`src/rtl/freq_gate_ctrl_if.sv`:
```
// Control/result bundle between the frequency-counter sequencer and its user.
// Inputs run/trig/q come from the master side; the sequencer (slave) drives gate, latch and status.
interface freq_gate_ctrl_if #(
    parameter int unsigned WIDTH = 24
);
    logic             run;
    logic             trig;
    logic [WIDTH-1:0] q;
    logic             ena;
    logic             clr;
    logic             load;
    logic [WIDTH-1:0] dout;
    logic             valid;
    logic             busy;
    logic [2:0]       state;

    modport master (
        output run, trig, q,
        input  ena, clr, load, dout, valid, busy, state
    );

    modport slave (
        input  run, trig, q,
        output ena, clr, load, dout, valid, busy, state
    );
endinterface

```
`src/rtl/freq_gate_ctrl.sv`:
```
// Gate-window sequencer for a BCD frequency counter: clear, gate, settle, latch, hold.
// Latency: CLR_LEN+GATE_LEN+SETTLE_LEN+1+HOLD_LEN cycles per measurement; result valid on the first HOLD cycle.
// No backpressure: trig while busy is dropped, run is re-sampled only at the end of HOLD.
module freq_gate_ctrl #(
    parameter int unsigned GATE_LEN   = 16,
    parameter int unsigned CLR_LEN    = 2,
    parameter int unsigned HOLD_LEN   = 4,
    parameter int unsigned SETTLE_LEN = 2,
    parameter int unsigned WIDTH      = 24
) (
    input  logic           clk,
    input  logic           rst,
    freq_gate_ctrl_if.slave bus
);
    localparam logic [2:0] S_IDLE   = 3'd0;
    localparam logic [2:0] S_CLEAR  = 3'd1;
    localparam logic [2:0] S_GATE   = 3'd2;
    localparam logic [2:0] S_SETTLE = 3'd3;
    localparam logic [2:0] S_LATCH  = 3'd4;
    localparam logic [2:0] S_HOLD   = 3'd5;

    localparam logic [15:0] CLR_LD    = 16'(CLR_LEN - 1);
    localparam logic [15:0] GATE_LD   = 16'(GATE_LEN - 1);
    localparam logic [15:0] SETTLE_LD = 16'(SETTLE_LEN - 1);
    localparam logic [15:0] HOLD_LD   = 16'(HOLD_LEN - 1);

    logic [2:0]       state;
    logic [15:0]      timer;
    logic [WIDTH-1:0] dout_q;
    logic             valid_q;
    logic             timer_done;

    assign timer_done = (timer == 16'd0);

    always_ff @(posedge clk or posedge rst) begin
        if (rst) begin
            state   <= S_IDLE;
            timer   <= 16'd0;
            dout_q  <= '0;
            valid_q <= 1'b0;
        end else begin
            valid_q <= (state == S_LATCH);
            if (state == S_LATCH) begin
                dout_q <= bus.q;
            end
            case (state)
                S_IDLE: begin
                    if (bus.run || bus.trig) begin
                        state <= S_CLEAR;
                        timer <= CLR_LD;
                    end
                end
                S_CLEAR: begin
                    if (timer_done) begin
                        state <= S_GATE;
                        timer <= GATE_LD;
                    end else begin
                        timer <= timer - 16'd1;
                    end
                end
                S_GATE: begin
                    if (timer_done) begin
                        state <= S_SETTLE;
                        timer <= SETTLE_LD;
                    end else begin
                        timer <= timer - 16'd1;
                    end
                end
                S_SETTLE: begin
                    if (timer_done) begin
                        state <= S_LATCH;
                        timer <= 16'd0;
                    end else begin
                        timer <= timer - 16'd1;
                    end
                end
                S_LATCH: begin
                    state <= S_HOLD;
                    timer <= HOLD_LD;
                end
                S_HOLD: begin
                    // run is only looked at here, so a mid-measurement change takes effect after this result
                    if (timer_done) begin
                        if (bus.run) begin
                            state <= S_CLEAR;
                            timer <= CLR_LD;
                        end else begin
                            state <= S_IDLE;
                            timer <= 16'd0;
                        end
                    end else begin
                        timer <= timer - 16'd1;
                    end
                end
                default: begin
                    state <= S_IDLE;
                    timer <= 16'd0;
                end
            endcase
        end
    end

    assign bus.ena   = (state == S_GATE);
    assign bus.clr   = (state == S_IDLE) || (state == S_CLEAR);
    assign bus.load  = (state == S_LATCH);
    assign bus.busy  = (state != S_IDLE);
    assign bus.state = state;
    assign bus.dout  = dout_q;
    assign bus.valid = valid_q;
endmodule

```
`src/flat_wrapper.sv`:
```
// flat-port wrapper written by rule: the top's interface ports become plain ports
module freq_gate_ctrl_flat 
#(
    parameter int unsigned GATE_LEN   = 16,
    parameter int unsigned CLR_LEN    = 2,
    parameter int unsigned HOLD_LEN   = 4,
    parameter int unsigned SETTLE_LEN = 2,
    parameter int unsigned WIDTH      = 24
)
  (clk, rst, bus_run, bus_trig, bus_q, bus_ena, bus_clr, bus_load, bus_dout, bus_valid, bus_busy, bus_state);
  freq_gate_ctrl_if #(.WIDTH(WIDTH)) bus_i ();
  input  logic clk;
  input  logic rst;
  input wire logic [$bits(bus_i.run)-1:0] bus_run;
  input wire logic [$bits(bus_i.trig)-1:0] bus_trig;
  input wire logic [$bits(bus_i.q)-1:0] bus_q;
  output wire logic [$bits(bus_i.ena)-1:0] bus_ena;
  output wire logic [$bits(bus_i.clr)-1:0] bus_clr;
  output wire logic [$bits(bus_i.load)-1:0] bus_load;
  output wire logic [$bits(bus_i.dout)-1:0] bus_dout;
  output wire logic [$bits(bus_i.valid)-1:0] bus_valid;
  output wire logic [$bits(bus_i.busy)-1:0] bus_busy;
  output wire logic [$bits(bus_i.state)-1:0] bus_state;
  assign bus_i.run = bus_run;
  assign bus_i.trig = bus_trig;
  assign bus_i.q = bus_q;
  assign bus_ena = bus_i.ena;
  assign bus_clr = bus_i.clr;
  assign bus_load = bus_i.load;
  assign bus_dout = bus_i.dout;
  assign bus_valid = bus_i.valid;
  assign bus_busy = bus_i.busy;
  assign bus_state = bus_i.state;
  freq_gate_ctrl #(.GATE_LEN(GATE_LEN), .CLR_LEN(CLR_LEN), .HOLD_LEN(HOLD_LEN), .SETTLE_LEN(SETTLE_LEN), .WIDTH(WIDTH)) u_core (.clk(clk), .rst(rst), .bus(bus_i));
endmodule
```
`config.mk`:
```
export PLATFORM = sky130hd
export DESIGN_NAME = freq_gate_ctrl_flat
export DESIGN_NICKNAME = d
export VERILOG_FILES = /design/src/rtl/freq_gate_ctrl_if.sv /design/src/rtl/freq_gate_ctrl.sv /design/src/flat_wrapper.sv
export SDC_FILE = /design/constraint.sdc
export NUM_CORES = 1
export LEC_CHECK = 0
export ABC_AREA = 1
export BUFFER_PORTS_ARGS = -buffer_cell sky130_fd_sc_hd__buf_2
export CAP_MARGIN = 10
export CORE_ASPECT_RATIO = 0.8
export CORE_UTILIZATION = 40
export CTS_BUF_LIST = sky130_fd_sc_hd__clkbuf_2 sky130_fd_sc_hd__clkbuf_4 sky130_fd_sc_hd__clkbuf_8
export DETAILED_ROUTE_END_ITERATION = 7
export HOLD_SLACK_MARGIN = 0.12
export MAX_ROUTING_LAYER = met4
export PLACE_DENSITY = 0.64
export SETUP_SLACK_MARGIN = 0.02
export SYNTH_ARGS = -nofsm -noshare
export SYNTH_HDL_FRONTEND = slang
export SYNTH_SLANG_ARGS = --single-unit
```
`constraint.sdc`:
```
create_clock -name clk -period 2.1 [get_ports clk]
set_input_delay 0.315 -clock clk [delete_from_list [all_inputs] [get_ports clk]]
set_output_delay 0.315 -clock clk [all_outputs]
set_load 0.01 [all_outputs]
```
; Word-level counts from Yosys, hierarchy flattened
; Cells that the tools add are included.
[word_totals]
regBits = 44
[op_classes]
add_sub_neg = 1
eq_ne = 10
n_mux = 14
n_reduce_logical = 6
[op_table]
columns = op, n
row1 = one-hot mux 16 bit (6 select lines), 1
row2 = 2-to-1 mux 16 bit, 5
row3 = one-hot mux 3 bit (6 select lines), 1
row4 = logical NOT 16 bit, 1
row5 = subtractor 16 x 1 -> 16 bit (second input constant), 1
row6 = 2-to-1 mux 3 bit, 5
row7 = inequality test 2 x 1 -> 1 bit (second input constant), 5
row8 = == test 3 x 2 -> 1 bit (second input constant), 2
row9 = == test 3 bit (second input constant), 2
row10 = AND reduction 5 bit, 1
row11 = == test 3 x 1 -> 1 bit (second input constant), 1
row12 = logical NOT 3 bit, 1
row13 = nonzero test 3 bit, 1
row14 = logical OR 1 bit, 2
row15 = 2-to-1 mux 1 bit, 2

; Logic depth before layout (Yosys ltp)
; Gate-level depths: netlist of run 1.
[depth]
word_depth = 3
mapped_depth = 11
mapped_depth_nobuf = 11

; Least setup slack after synthesis of run 1
; OpenSTA, ideal clock, no wires.
[synth_timing]
path_type = register -> output
start = register u_core.state[0], in the netlist u_core.bus.state[0]
end = output port bus_load
arrival_time_ps = 1099
required_time_ps = 1785
path_slack_ps = 686
path_stages_with_launch = 5
n_path_buf = 1
cell_sequence = dfrtp_1 -> nor2_4 -> inv_1 -> nor2_4 -> buf_2
[synth_via]
elab_chain_len = 1
[synth_rtl]
columns = element, line
row1 = "start, declared", freq_gate_ctrl.sv:27  ; logic [2:0] state;
row2 = "start signal, assigned", freq_gate_ctrl.sv:37  ; state <= S_IDLE;
row3 = "start signal, assigned", freq_gate_ctrl.sv:49  ; state <= S_CLEAR;
row4 = "start signal, assigned", freq_gate_ctrl.sv:55  ; state <= S_GATE;
row5 = == test 3 bit, freq_gate_ctrl.sv:105  ; assign bus.load = (state == S_LATCH);
row6 = "end, declared", flat_wrapper.sv:19  ; output wire logic [$bits(bus_i.load)-1:0] bus_load;
; Every way passes these cells.

; Final worst setup path of run 1
; Ends and elaborated chain as after synthesis.

==> results of run 1 <==
## per-stage QoR
stage | setup WS, ns | power [mW] | hold WS (ns) | std cells
floorplan | 0.686 | 2.79 | 0.432 | 278
global placement | 0.605 | 3.37 | 0.449 | 396
detailed placement | 0.561 | 3.41 | 0.454 | 396
CTS | 0.363 | 4.13 | 0.153 | 404
global route | 0.288 | 4.48 | 0.183 | 404
finish | 0.375 | 4.09 | 0.132 | 404
## power by group through the flow
stage,logic (mW),registers [mW],clock network (mW)
2_1_floorplan,1.21,1.57,0
3_3_place_gp,1.90,1.48,0
3_5_place_dp,1.94,1.47,0
4_1_cts,1.94,1.47,0.719
5_1_grt,2.21,1.52,0.754
6_report,1.92,1.47,0.698
## per-layer routing
metal | track usage, % | share of wire [%] | vias up
met4 | 6.47 | 0.69 | 0
met2 | 30.4 | 44 | 49
met5 | - | 0 | -
met3 | 3.91 | 4.8 | 2
li1 | - | - | 972
met1 | 24.3 | 50 | 863
## worst min path at each step
stage	start	endpoint	slack, ns	depth (start not counted)
after floorplan	bus_q[10]	u_core.bus.dout[10]	0.43	2
after detailed placement	u_core.bus.dout[11]	u_core.bus.dout[11]	0.45	2
after global routing	rst	u_core.bus.dout[3]	0.18	3
final	rst	u_core.bus.dout[14]	0.13	3
after global placement	u_core.bus.dout[12]	u_core.bus.dout[12]	0.45	2
after CTS	rst	u_core.bus.dout[23]	0.15	3
## logic make-up after synthesis
logic type               Yosys count  share of synthesized area [%]
adder cells (fa/ha/maj)            2                           1.16
AO/OA/AOI/OAI                     19                           4.83
flip-flops                        44                           51.2
AND/OR/NAND/NOR                  173                           34.1
buffers and inverters             35                           6.69
XOR/XNOR                           5                           2.03
## cell type report
cell class              count  area share, %
flip-flops and latches     44           41.8
repair buffers             61           11.8
inverters                  30           4.27
clock inverters             1           1.14
well taps                  62           2.94
multi-input cells         199           34.4
clock buffers               7           3.66
## state kept, by name, summed over array words and instances (netlist names)
signal / flops
u_core.bus.state: 3
u_core.bus.dout: 24
u_core.bus.valid: 1
u_core.timer: 16
## worst min-delay path: cells and delay by family
kind / cells / cell delay (ns)
buffers and inverters: 3 / 0.58
## cell usage in the layout (no fill, tap or decap), drive strengths merged
cell | Yosys | layout
nor4 | 1 | 1
dfrtp | 44 | 44
o21bai | 1 | 1
nand2 | 125 | 125
a21oi | 4 | 4
nor2b | 1 | 1
xor2 | 5 | 5
ha | 2 | 2
nand3 | 12 | 12
o21ai | 10 | 10
inv | 30 | 29
buf | 5 | 61
clkbuf | 0 | 7
bufinv | 0 | 1
clkinv | 0 | 1
o211ai | 1 | 1
nor3 | 4 | 4
nor2 | 30 | 30
o22ai | 3 | 3
==> metrics.json, run 1 <==
{
  "placed_design": {
    "gp_congestion": 0.781,
    "dp_hpwl_mm": 3.42,
    "port_buffers": 59,
    "total_placed_instance_area_um2": 2510
  },
  "global_route": {
    "gr-total-overflow": 0,
    "grt_pass1_wl_mm": 8.18,
    "globalRouteTotalUtil_pct": 19.0,
    "grt_pass1_vias": 1823,
    "largest_net_degree_at_the_start_of_global_routing": 45,
    "antenna_violations_before_repair": 0
  },
  "timing": {
    "worst_slew_pin_slew_ns": 0.554,
    "setup-violations-final": 0,
    "post_layout_minimum_cycle_time_ns": 1.73,
    "timing.setup.tns_ns": 0,
    "grt_setup_unrepaired": "no",
    "max_slew_margin_pct": 63.1,
    "clock_skew_ns": 0.0102,
    "finalCritPeriodShare_pct": 82.2,
    "slew_viol_final": 0,
    "final_hold_violating_endpoints": 0,
    "fmax_mhz": 580
  },
  "worst_setup_path": {
    "combined_buffer_and_inverter_count_along_the_critical_path": 2,
    "r2r_cells": 9,
    "cp-start-kind": "flip-flop",
    "crit_chain": "nor2_4 > inv_1 > nor2_4 > buf_2",
    "worst_setup_path_startpoint": "u_core.bus.state[0]",
    "critical_path.max_fanout": 8,
    "launch_point_of_the_worst_reg_to_reg_path": "u_core.timer[0]",
    "cp_common_cell": "nor2_4",
    "cp-end-kind": "output pin",
    "timing.critical_path.depth": 4,
    "worst-endpoint-required_ns": 1.78,
    "path_class": "reg -> out",
    "flop_to_flop_setup_slack_ns": 0.54,
    "crit_family": "flip-flops",
    "cpPeakStageDelay_ns": 0.49,
    "cp_slowest_cell": "dfrtp_1",
    "crit_path_end": "bus_load",
    "rr_endpoint": "u_core.timer[1]",
    "critical_path_arrival_ns": 1.41
  },
  "detailed_routing": {
    "route.antenna.remaining_nets": 0,
    "drt_drc": 3,
    "detail_route.wirelength_mm": 4.67,
    "drt_first_iter_violations": 96,
    "detail_route.wl_per_cell_um": 11.6,
    "drtPass1Iterations": 7,
    "via_per_inst": 4.67,
    "route.vias.total": 1886
  },
  "yosys": {
    "synthCells": 278,
    "ys_types": 23,
    "synth.yosys.seq_area_share_pct": 51.2,
    "synth_top_flop_cell": "dfrtp_1",
    "synth-async-reset-ratio_pct": 100,
    "synth.most_common_cell": "nand2_1",
    "avgSynthCellArea_um2": 7.74,
    "ys_seq_elements": 44,
    "ys_top_cells_by_area": "dfrtp_1 (51%), nand2_1 (21%), inv_1 (4.7%), nor2_1 (4.7%), nand3_1 (2.8%)",
    "synth_area_um2": 2150,
    "syn-num-nets": 308,
    "yosys-top-cells-count": "nand2_1 (120), dfrtp_1 (44), inv_1 (27), nor2_1 (27), nand3_1 (12)",
    "synth-edff-count": 0,
    "synth_top_cell_area_share_pct": 51.2,
    "synth.yosys.warnings": 0,
    "synth.largest_area_cell": "dfrtp_1"
  },
  "clocking": {
    "clock-sinks": 44,
    "cts_setup_buffers": 0,
    "cts-root-to-sink-buffers": 2,
    "cts.htree.levels": 2,
    "cts_tree": "yes",
    "cts_inserted_buffers": 5,
    "ctsResizeCount": 0,
    "clkSlewWorstSetupHoldPaths_ns": 0.08,
    "clock_tree.root_cell": "clkbuf_8",
    "insertion_delay_ns": 0.30,
    "postCtsHoldBufs": 0
  },
  "pwr": {
    "power_density_nw_per_um2": 1550,
    "vdd_ir_drop_max_uv": 605,
    "comb_power_share_pct": 47.0,
    "pwr-share-seq_pct": 35.9,
    "power.net_switching_mw": 1.75,
    "cellLeakagePower_nw": 1.49,
    "sw_frac_of_total_pct": 42.7,
    "cell_internal_pwr_mw": 2.35,
    "power.share.clock_pct": 17.0
  },
  "die": {
    "core_um2": 5090,
    "total_die_area_um2": 5680,
    "fp.dieW_um": 84.0,
    "starting_density_of_the_core_pct": 42.3,
    "die_height_um": 67.6,
    "fp-row-count": 23,
    "floorplan.io_pins": 60
  },
  "status": {
    "outcome": "complete, but fails checks",
    "violations": "DRC"
  },
  "final_layout": {
    "final_layout_size_suffix_gt1_share_pct": 23.7,
    "sequential_cell_area_um2": 1100,
    "num-nets-final": 371,
    "multiInputGateArea_um2": 907,
    "layout.core_utilization_pct": 51.7,
    "nFillCells": 482,
    "flow.area_growth_from_synthesis_pct": 22.4,
    "fin_area_um2": 2640,
    "number_of_diodes": 0
  },
  "flow_run": {
    "maxCapViolCount": 0
  },
  "hold_path": {
    "worstHoldPathType": "in -> async"
  }
}
Note: power is estimated with default switching activity, not from simulation.
==> run 2, diff against run 1 <==
--- a/config.mk
+++ b/config.mk
@@ -14,7 +14,7 @@
 export DETAILED_ROUTE_END_ITERATION = 7
 export HOLD_SLACK_MARGIN = 0.12
 export MAX_ROUTING_LAYER = met4
-export PLACE_DENSITY = 0.64
+export PLACE_DENSITY = 0.66
 export SETUP_SLACK_MARGIN = 0.02
 export SYNTH_ARGS = -nofsm -noshare
 export SYNTH_HDL_FRONTEND = slang
==> constraint.sdc (replaced) <==
create_clock -name clk -period 1.41 [get_ports clk]
set_input_delay 0.2115 -clock clk [delete_from_list [all_inputs] [get_ports clk]]
set_output_delay 0.2115 -clock clk [all_outputs]
set_load 0.01 [all_outputs]
==> run 2 against run 1 <==
  * The run ends with DRC, setup timing left
  * Non-clock buffer count rose by 55
  * Critical path depth grew 1
  * First-iteration DRC count up 29%
  * Global-route usage up 2.8 points
  * Largest power group unchanged
==> metrics.json, run 2 (synthesis results as in run 1) <==
{
  "clocking": {
    "insertion_delay": {"value": 0.29, "unit": "ns", "change": "was 0.30 ns"},
    "cts.htree.levels": {"value": 2, "change": "unchanged"},
    "clock-sinks": {"value": 44, "change": "unchanged"},
    "cts_tree": {"value": "yes", "change": "unchanged"},
    "clkSlewWorstSetupHoldPaths": {"value": 0.09, "unit": "ns", "change": "was 0.08 ns"},
    "cts_inserted_buffers": {"value": 5, "change": "unchanged"},
    "clock_tree.root_cell": {"value": "clkbuf_8", "change": "unchanged"},
    "cts-root-to-sink-buffers": {"value": 2, "change": "unchanged"}
  },
  "final_layout": {
    "final_cell_mix": {"value": "nand2_1 (103), buf_2 (57), dfrtp_1 (42)", "change": "was nand2_1 (120), buf_2 (59), dfrtp_1 (44)"},
    "flow.area_growth_from_synthesis": {"value": 63.1, "unit": "%", "change": "was 22.4%"},
    "fin_area": {"value": 3510, "unit": "µm²", "change": "was 2640 µm²"},
    "num-nets-final": {"value": 427, "change": "was 371"},
    "largest_register_ffs": {"value": 24, "change": "unchanged"},
    "number_of_diodes": {"value": 0, "change": "unchanged"},
    "final_layout_size_suffix_gt1_share": {"value": 44.5, "unit": "%", "change": "was 23.7%"},
    "layout_commonest_cell": {"value": "nand2_1", "change": "unchanged"}
  },
  "timing": {
    "clock_skew": {"value": 0.00816, "unit": "ns", "change": "was 0.0102 ns"},
    "finalCritPeriodShare_pct": 110,
    "fmax_mhz": 644,
    "setup_slack": {"value": -0.142, "unit": "ns", "change": "was 0.375 ns"},
    "post_layout_minimum_cycle_time_ns": 1.55,
    "slew_viol_final": {"value": 0, "change": "unchanged"},
    "setup-violations-final": {"value": 21, "change": "was 0"},
    "grt_setup_unrepaired": {"value": "yes", "change": "was no"},
    "max_slew_margin": {"value": 81.0, "unit": "%", "change": "was 63.1%"},
    "final_hold_violating_endpoints": {"value": 0, "change": "unchanged"},
    "worst_slew_pin_slew": {"value": 0.285, "unit": "ns", "change": "was 0.554 ns"}
  },
  "detailed_routing": {
    "detail_route.wirelength": {"value": 6.43, "unit": "mm", "change": "was 4.67 mm"},
    "drt_drc": {"value": 2, "change": "was 3"},
    "drt_first_iter_violations": {"value": 124, "change": "was 96"},
    "via_per_inst": {"value": 4.91, "change": "was 4.67"},
    "route.antenna.remaining_nets": {"value": 0, "change": "unchanged"},
    "route.vias.total": {"value": 2259, "change": "was 1,886"},
    "detail_route.wl_per_cell": {"value": 14.0, "unit": "µm", "change": "was 11.6 µm"},
    "drtPass1Iterations": {"value": 6, "change": "was 7"}
  },
  "worst_setup_path": {
    "launch_point_of_the_worst_reg_to_reg_path": {"value": "u_core.bus.state[1]", "change": "was u_core.timer[0]"},
    "cp-end-kind": {"value": "output pin", "change": "unchanged"},
    "r2r_cells": {"value": 10, "change": "was 9"},
    "critical_path.max_fanout": {"value": 3, "change": "was 8"},
    "path_class": {"value": "reg -> out", "change": "unchanged"},
    "critical_path_arrival": {"value": 1.34, "unit": "ns", "change": "was 1.41 ns"},
    "cpPeakStageDelay": {"value": 0.45, "unit": "ns", "change": "was 0.49 ns"},
    "worst_setup_path_startpoint": {"value": "u_core.bus.state[1]", "change": "was u_core.bus.state[0]"},
    "cp_slowest_cell": {"value": "dfrtp_2", "change": "was dfrtp_1"},
    "rr_endpoint": {"value": "u_core.timer[8]", "change": "was u_core.timer[1]"},
    "flop_to_flop_setup_slack": {"value": -0.08, "unit": "ns", "change": "was 0.54 ns"},
    "cp_common_cell": {"value": "nor2_4", "change": "unchanged"},
    "worst-endpoint-required": {"value": 1.20, "unit": "ns", "change": "was 1.78 ns"},
    "crit_chain": {"value": "nor2_4 > inv_2 > nor2_4 > buf_12 > buf_6", "change": "was nor2_4 > inv_1 > nor2_4 > buf_2"},
    "cp-start-kind": {"value": "flip-flop", "change": "unchanged"}
  },
  "pwr": {
    "vdd_ir_drop_max": {"value": 981, "unit": "µV", "change": "was 605 µV"},
    "comb_power_share": {"value": 57.4, "unit": "%", "change": "was 47.0%"},
    "power.share.clock": {"value": 16.1, "unit": "%", "change": "was 17.0%"},
    "sw_frac_of_total": {"value": 42.9, "unit": "%", "change": "was 42.7%"},
    "cell_internal_pwr": {"value": 4.73, "unit": "mW", "change": "was 2.35 mW"},
    "cellLeakagePower": {"value": 1.84, "unit": "nW", "change": "was 1.49 nW"},
    "power.net_switching": {"value": 3.55, "unit": "mW", "change": "was 1.75 mW"},
    "power_density": {"value": 2360, "unit": "nW/µm²", "change": "was 1550 nW/µm²"},
    "pwr-share-seq": {"value": 26.5, "unit": "%", "change": "was 35.9%"},
    "total_power": {"value": 8.28, "unit": "mW", "change": "was 4.09 mW"}
  },
  "hold_path": {
    "whs_path_depth": 3,
    "worstHoldPathType": {"value": "in -> reg", "change": "was in -> async"},
    "hold_start": "bus_q[6]",
    "holdPathEnd": "u_core.bus.dout[6]"
  },
  "die": {
    "core": {"value": 5090, "unit": "µm²", "change": "unchanged"},
    "starting_density_of_the_core": {"value": 42.3, "unit": "%", "change": "unchanged"},
    "die_height": {"value": 67.6, "unit": "µm", "change": "unchanged"},
    "fp-row-count": {"value": 23, "change": "unchanged"},
    "floorplan.io_pins": {"value": 60, "change": "unchanged"},
    "fp.dieW": {"value": 84.0, "unit": "µm", "change": "unchanged"},
    "total_die_area": {"value": 5680, "unit": "µm²", "change": "unchanged"}
  },
  "placed_design": {
    "port_buffers": {"value": 59, "change": "unchanged"},
    "placement.setup.worst_slack": {"value": -0.0580, "unit": "ns", "change": "was 0.561 ns"},
    "total_placed_instance_area": {"value": 2650, "unit": "µm²", "change": "was 2510 µm²"},
    "dp_hpwl": {"value": 3.61, "unit": "mm", "change": "was 3.42 mm"},
    "gp_congestion": {"value": 0.809, "change": "was 0.781"}
  },
  "global_route": {
    "grt_pass1_wl": {"value": 9.36, "unit": "mm", "change": "was 8.18 mm"},
    "largest_net_degree_at_the_start_of_global_routing": {"value": 45, "change": "unchanged"},
    "antenna_violations_before_repair": {"value": 0, "change": "unchanged"},
    "grt_pass1_vias": {"value": 2036, "change": "was 1,823"},
    "gr-total-overflow": {"value": 0, "change": "unchanged"},
    "globalRouteTotalUtil": {"value": 21.8, "unit": "%", "change": "was 19.0%"}
  },
  "status": {
    "outcome": {"value": "complete, but fails checks", "change": "unchanged"},
    "violations": {"value": "DRC, setup timing", "change": "was DRC"}
  },
  "flow_run": {
    "maxCapViolCount": {"value": 0, "change": "unchanged"}
  }
}
-- run 2: area by class of cell --
type / count / area [µm²]
Clock buffer: 5 / 68.8
Fill cell: 365 / 1580
Clock inverter: 3 / 90.1
Multi-Input combinational cell: 200 / 1190
Inverter: 30 / 138
Timing Repair Buffer: 116 / 840
Tap cell: 62 / 77.6
Sequential cell: 44 / 1100
-- run 2: metrics by stage --
step                setup TNS, ns  util (%)  hold slack (ns)  std cells
global route                -2.62      68.9            0.136        460
finish                      -1.14      68.9            0.119        460
CTS                        -0.204      61.3            0.121        448
floorplan                       0         -            0.328        278
global placement          -0.0259      52.0            0.299        411
detailed placement         -0.115      52.0            0.305        411
-- run 2: how the worst max path moves through the flow --
stage / slack (ns) / depth (start not counted) / to
2_1_floorplan: 0.03 / 11 / u_core.timer[12]
3_3_place_gp: -0.03 / 11 / u_core.timer[12]
3_5_place_dp: -0.06 / 11 / u_core.timer[12]
4_1_cts: -0.13 / 5 / bus_load
5_1_grt: -0.19 / 5 / bus_load
6_report: -0.14 / 5 / bus_load
-- run 2: per-layer routing --
metal / track usage [%] / wire length (µm)
met1: 27.4 / 2800
met2: 36.7 / 3210
met3: 4.16 / 286
met4: 6.03 / 136
met5: - / 0
-- run 2: power groups by stage --
| stage | combinational [mW] | clock, mW | sequential (mW) |
|---|---|---|---|
| finish | 4.76 | 1.33 | 2.19 |
| global route | 5.17 | 1.42 | 2.25 |
| CTS | 3.49 | 1.35 | 2.15 |
| detailed placement | 3.23 | 0 | 2.14 |
| global placement | 3.16 | 0 | 2.15 |
| floorplan | 1.81 | 0 | 2.34 |
-- run 2: worst max-delay path: cells and delay by family, from the launching register on --
| family | cells | cell delay (ns) |
|---|---|---|
| flops | 1 | 0.45 |
| buf+inv | 3 | 0.29 |
| simple gates | 2 | 0.31 |
-- run 2: what timing repair did --
item,CTS,global route
pin swaps,11,23
resized for setup,20,82
hold buffers,21,0
hold endpoints to repair,64,0
setup endpoints to repair,41,42
buffers inserted,8,12
cloned,0,1
==> run 3, diff against run 2 <==
--- a/config.mk
+++ b/config.mk
@@ -7,14 +7,15 @@
 export LEC_CHECK = 0
 export ABC_AREA = 1
 export BUFFER_PORTS_ARGS = -buffer_cell sky130_fd_sc_hd__buf_2
-export CAP_MARGIN = 10
+export CAP_MARGIN = 30
 export CORE_ASPECT_RATIO = 0.8
-export CORE_UTILIZATION = 40
+export CORE_UTILIZATION = 49
 export CTS_BUF_LIST = sky130_fd_sc_hd__clkbuf_2 sky130_fd_sc_hd__clkbuf_4 sky130_fd_sc_hd__clkbuf_8
 export DETAILED_ROUTE_END_ITERATION = 7
 export HOLD_SLACK_MARGIN = 0.12
 export MAX_ROUTING_LAYER = met4
-export PLACE_DENSITY = 0.66
+export PLACE_DENSITY = 0.79
+export REMOVE_ABC_BUFFERS = 1
 export SETUP_SLACK_MARGIN = 0.02
 export SYNTH_ARGS = -nofsm -noshare
 export SYNTH_HDL_FRONTEND = slang
==> run 3 against run 2 <==
  * The flow finishes with violations (setup timing)
  * Clock skew grew 0.0046 ns
  * Clock power fell by 37%
  * Combinational power grew 7.8%
  * Worst setup slack lost 0.048 ns
  * First-iteration DRC count rose to 3.1 times the previous value
  * Register-to-register slack got worse by 0.11 ns
  * Sequential power increased by 4%
  * Via count grew 15%
  * Utilization increased by 13 points
  * Critical path depth grew 5
  * Critical path type is now reg -> reg
  * Critical endpoint is now u_core.timer[0]
  * Highest routed layer unchanged
==> metrics.json, run 3 (synthesis results as in run 1) <==
{
  "pwr": {
    "vdd_ir_drop_max": {"value": 1330, "unit": "µV", "change": "was 981 µV"},
    "power_density": {"value": 2380, "unit": "nW/µm²", "change": "was 2360 nW/µm²"},
    "cellLeakagePower": {"value": 1.78, "unit": "nW", "change": "was 1.84 nW"}
  },
  "clocking": {
    "cts_inserted_buffers": {"value": 5, "change": "unchanged"},
    "cts-root-to-sink-buffers": {"value": 2, "change": "unchanged"},
    "insertion_delay": {"value": 0.31, "unit": "ns", "change": "was 0.29 ns"},
    "clock-sinks": {"value": 44, "change": "unchanged"},
    "clkSlewWorstSetupHoldPaths": {"value": 0.08, "unit": "ns", "change": "was 0.09 ns"},
    "cts.htree.levels": {"value": 2, "change": "unchanged"},
    "cts_tree": {"value": "yes", "change": "unchanged"},
    "clock_tree.root_cell": {"value": "clkbuf_8", "change": "unchanged"}
  },
  "timing": {
    "timing.setup.tns": {"value": -2.52, "unit": "ns", "change": "was -1.14 ns"},
    "setup_slack": {"value": -0.189, "unit": "ns", "change": "was -0.142 ns"},
    "finalHoldWorstSlack": {"value": 0.124, "unit": "ns", "change": "was 0.119 ns"},
    "clock_skew": {"value": 0.0128, "unit": "ns", "change": "was 0.00816 ns"},
    "grt_setup_unrepaired": {"value": "yes", "change": "unchanged"},
    "setup-violations-final": {"value": 25, "change": "was 21"},
    "post_layout_minimum_cycle_time": {"value": 1.60, "unit": "ns", "change": "was 1.55 ns"},
    "max_slew_margin": {"value": 65.3, "unit": "%", "change": "was 81.0%"},
    "finalCritPeriodShare": {"value": 113, "unit": "%", "change": "was 110%"},
    "slew_viol_final": {"value": 0, "change": "unchanged"},
    "worst_slew_pin_slew": {"value": 0.515, "unit": "ns", "change": "was 0.285 ns"},
    "fmax": {"value": 625, "unit": "MHz", "change": "was 644 MHz"},
    "final_hold_violating_endpoints": {"value": 0, "change": "unchanged"}
  },
  "detailed_routing": {
    "drt_first_iter_violations": {"value": 389, "change": "was 124"},
    "drtPass1Iterations": {"value": 7, "change": "was 6"},
    "drt_drc": {"value": 0, "change": "was 2"},
    "detail_route.wirelength": {"value": 8.56, "unit": "mm", "change": "was 6.43 mm"},
    "route.antenna.remaining_nets": {"value": 0, "change": "unchanged"},
    "via_per_inst": {"value": 5.78, "change": "was 4.91"},
    "route.vias.total": {"value": 2590, "change": "was 2,259"},
    "detail_route.wl_per_cell": {"value": 19.1, "unit": "µm", "change": "was 14.0 µm"}
  },
  "global_route": {
    "grt_pass1_wl": {"value": 10.1, "unit": "mm", "change": "was 9.36 mm"},
    "grt_pass1_vias": {"value": 2217, "change": "was 2,036"},
    "largest_net_degree_at_the_start_of_global_routing": {"value": 45, "change": "unchanged"},
    "gr-total-overflow": {"value": 0, "change": "unchanged"},
    "antenna_violations_before_repair": {"value": 0, "change": "unchanged"},
    "globalRouteTotalUtil": {"value": 29.6, "unit": "%", "change": "was 21.8%"}
  },
  "final_layout": {
    "num-nets-final": {"value": 420, "change": "was 427"},
    "number_of_diodes": {"value": 0, "change": "unchanged"},
    "fin_area": {"value": 3460, "unit": "µm²", "change": "was 3510 µm²"},
    "largest_register_ffs": {"value": 24, "change": "unchanged"},
    "final_cell_mix": {"value": "nand2_1 (101), buf_2 (57), dfrtp_1 (40)", "change": "was nand2_1 (103), buf_2 (57), dfrtp_1 (42)"},
    "nFillCells": {"value": 222, "change": "was 365"},
    "layoutNonFillerInstCount": {"value": 448, "change": "was 460"},
    "final_layout_size_suffix_gt1_share": {"value": 44.8, "unit": "%", "change": "was 44.5%"},
    "layout_commonest_cell": {"value": "nand2_1", "change": "unchanged"},
    "flow.area_growth_from_synthesis": {"value": 60.8, "unit": "%", "change": "was 63.1%"}
  },
  "placed_design": {
    "port_buffers": {"value": 59, "change": "unchanged"},
    "total_placed_instance_area": {"value": 2620, "unit": "µm²", "change": "was 2650 µm²"},
    "post-place-cells": {"value": 405, "change": "was 411"},
    "gp_congestion": {"value": 0.851, "change": "was 0.809"},
    "dp_hpwl": {"value": 3.58, "unit": "mm", "change": "was 3.61 mm"}
  },
  "flow_run": {
    "maxCapViolCount": {"value": 0, "change": "unchanged"}
  },
  "hold_path": {
    "worstHoldPathType": {"value": "in -> reg", "change": "unchanged"}
  },
  "worst_setup_path": {
    "critical_path_arrival": {"value": 1.80, "unit": "ns", "change": "was 1.34 ns"},
    "cp-end-kind": {"value": "flip-flop", "change": "was output pin"},
    "cp-start-kind": {"value": "flip-flop", "change": "unchanged"},
    "path_class": {"value": "reg -> reg", "change": "was reg -> out"},
    "worst-endpoint-required": {"value": 1.61, "unit": "ns", "change": "was 1.20 ns"},
    "critical_path.max_fanout": {"value": 4, "change": "was 3"}
  },
  "die": {
    "fp-row-count": {"value": 21, "change": "was 23"},
    "core": {"value": 4200, "unit": "µm²", "change": "was 5090 µm²"},
    "starting_density_of_the_core": {"value": 51.2, "unit": "%", "change": "was 42.3%"},
    "fp.dieW": {"value": 76.1, "unit": "µm", "change": "was 84.0 µm"},
    "die_height": {"value": 61.3, "unit": "µm", "change": "was 67.6 µm"},
    "floorplan.io_pins": {"value": 60, "change": "unchanged"},
    "total_die_area": {"value": 4660, "unit": "µm²", "change": "was 5680 µm²"}
  },
  "status": {
    "violations": {"value": "setup timing", "change": "was DRC, setup timing"},
    "outcome": {"value": "complete, but fails checks", "change": "unchanged"}
  }
}
## run 3: worst paths after layout
kind | from | end | slack, ns | cells past startpoint
max | u_core.timer[13] | u_core.timer[0] | -0.19 | 10
min | bus_q[10] | u_core.bus.dout[10] | 0.12 | 3
max reg2reg | u_core.timer[13] | u_core.timer[0] | -0.19 | 10
min reg2reg | u_core.bus.dout[6] | u_core.bus.dout[6] | 0.48 | 2
max in group asynchronous | rst | u_core.bus.state[1] | 0.68 | 4
min in group asynchronous | rst | u_core.bus.dout[8] | 0.51 | 4
## run 3: repair_timing
action | 4_1_cts | 5_1_grt
hold endpoints to repair | 64 | 0
endpoints found under the setup margin | 41 | 47
gates cloned | 0 | 1
hold buffers | 21 | 0
buffers inserted | 4 | 10
pin swaps | 13 | 21
gates resized for setup | 31 | 89
## run 3: power breakdown
part	leakage [nW]	internal, mW	switching, mW	total [mW]
Clock	0.0448	0.372	0.462	0.834
Combinational	1.19	1.98	3.15	5.13
Sequential	0.549	1.82	0.462	2.28
## run 3: cell type report
type / instances / area, µm² / area share (%)
Tap cell: 57 / 71.3 / 2.06
Clock inverter: 2 / 16.3 / 0.470
Timing Repair Buffer: 109 / 783 / 22.6
Multi-Input combinational cell: 200 / 1270 / 36.7
Inverter: 30 / 138 / 3.98
Sequential cell: 44 / 1110 / 32.0
Clock buffer: 6 / 76.3 / 2.21
## run 3: metrics by stage
step | util (%) | worst slack [ns] | total power [mW]
final | 82.3 | -0.189 | 8.25
after global routing | 82.3 | -0.199 | 8.65
after CTS | 72.3 | -0.0554 | 6.53
after detailed placement | 62.3 | -0.0922 | 5.34
after global placement | 62.3 | -0.0142 | 5.23
after floorplan | - | -0.185 | 4.12
## run 3: metal layers
metal  part of all wire, %  up-vias  global-route usage, %
met4                   7.7        0                   20.9
met1                    36     1215                   32.6
li1                      -     1075                      -
met5                     0        -                      -
met2                    47      232                   50.8
met3                   9.3       68                   5.63
## run 3: worst max-delay path, stage by stage, from the launching register on
cell and delay, ns:
dfrtp_1 0.41, nor2_1 0.18, nand2_1 0.14, nor2_2 0.20, nand2_4 0.12, nand2_2 0.11, nand2_2 0.06, nand2_2 0.07
nand2_1 0.08, nand2_1 0.07, nand2_1 0.05
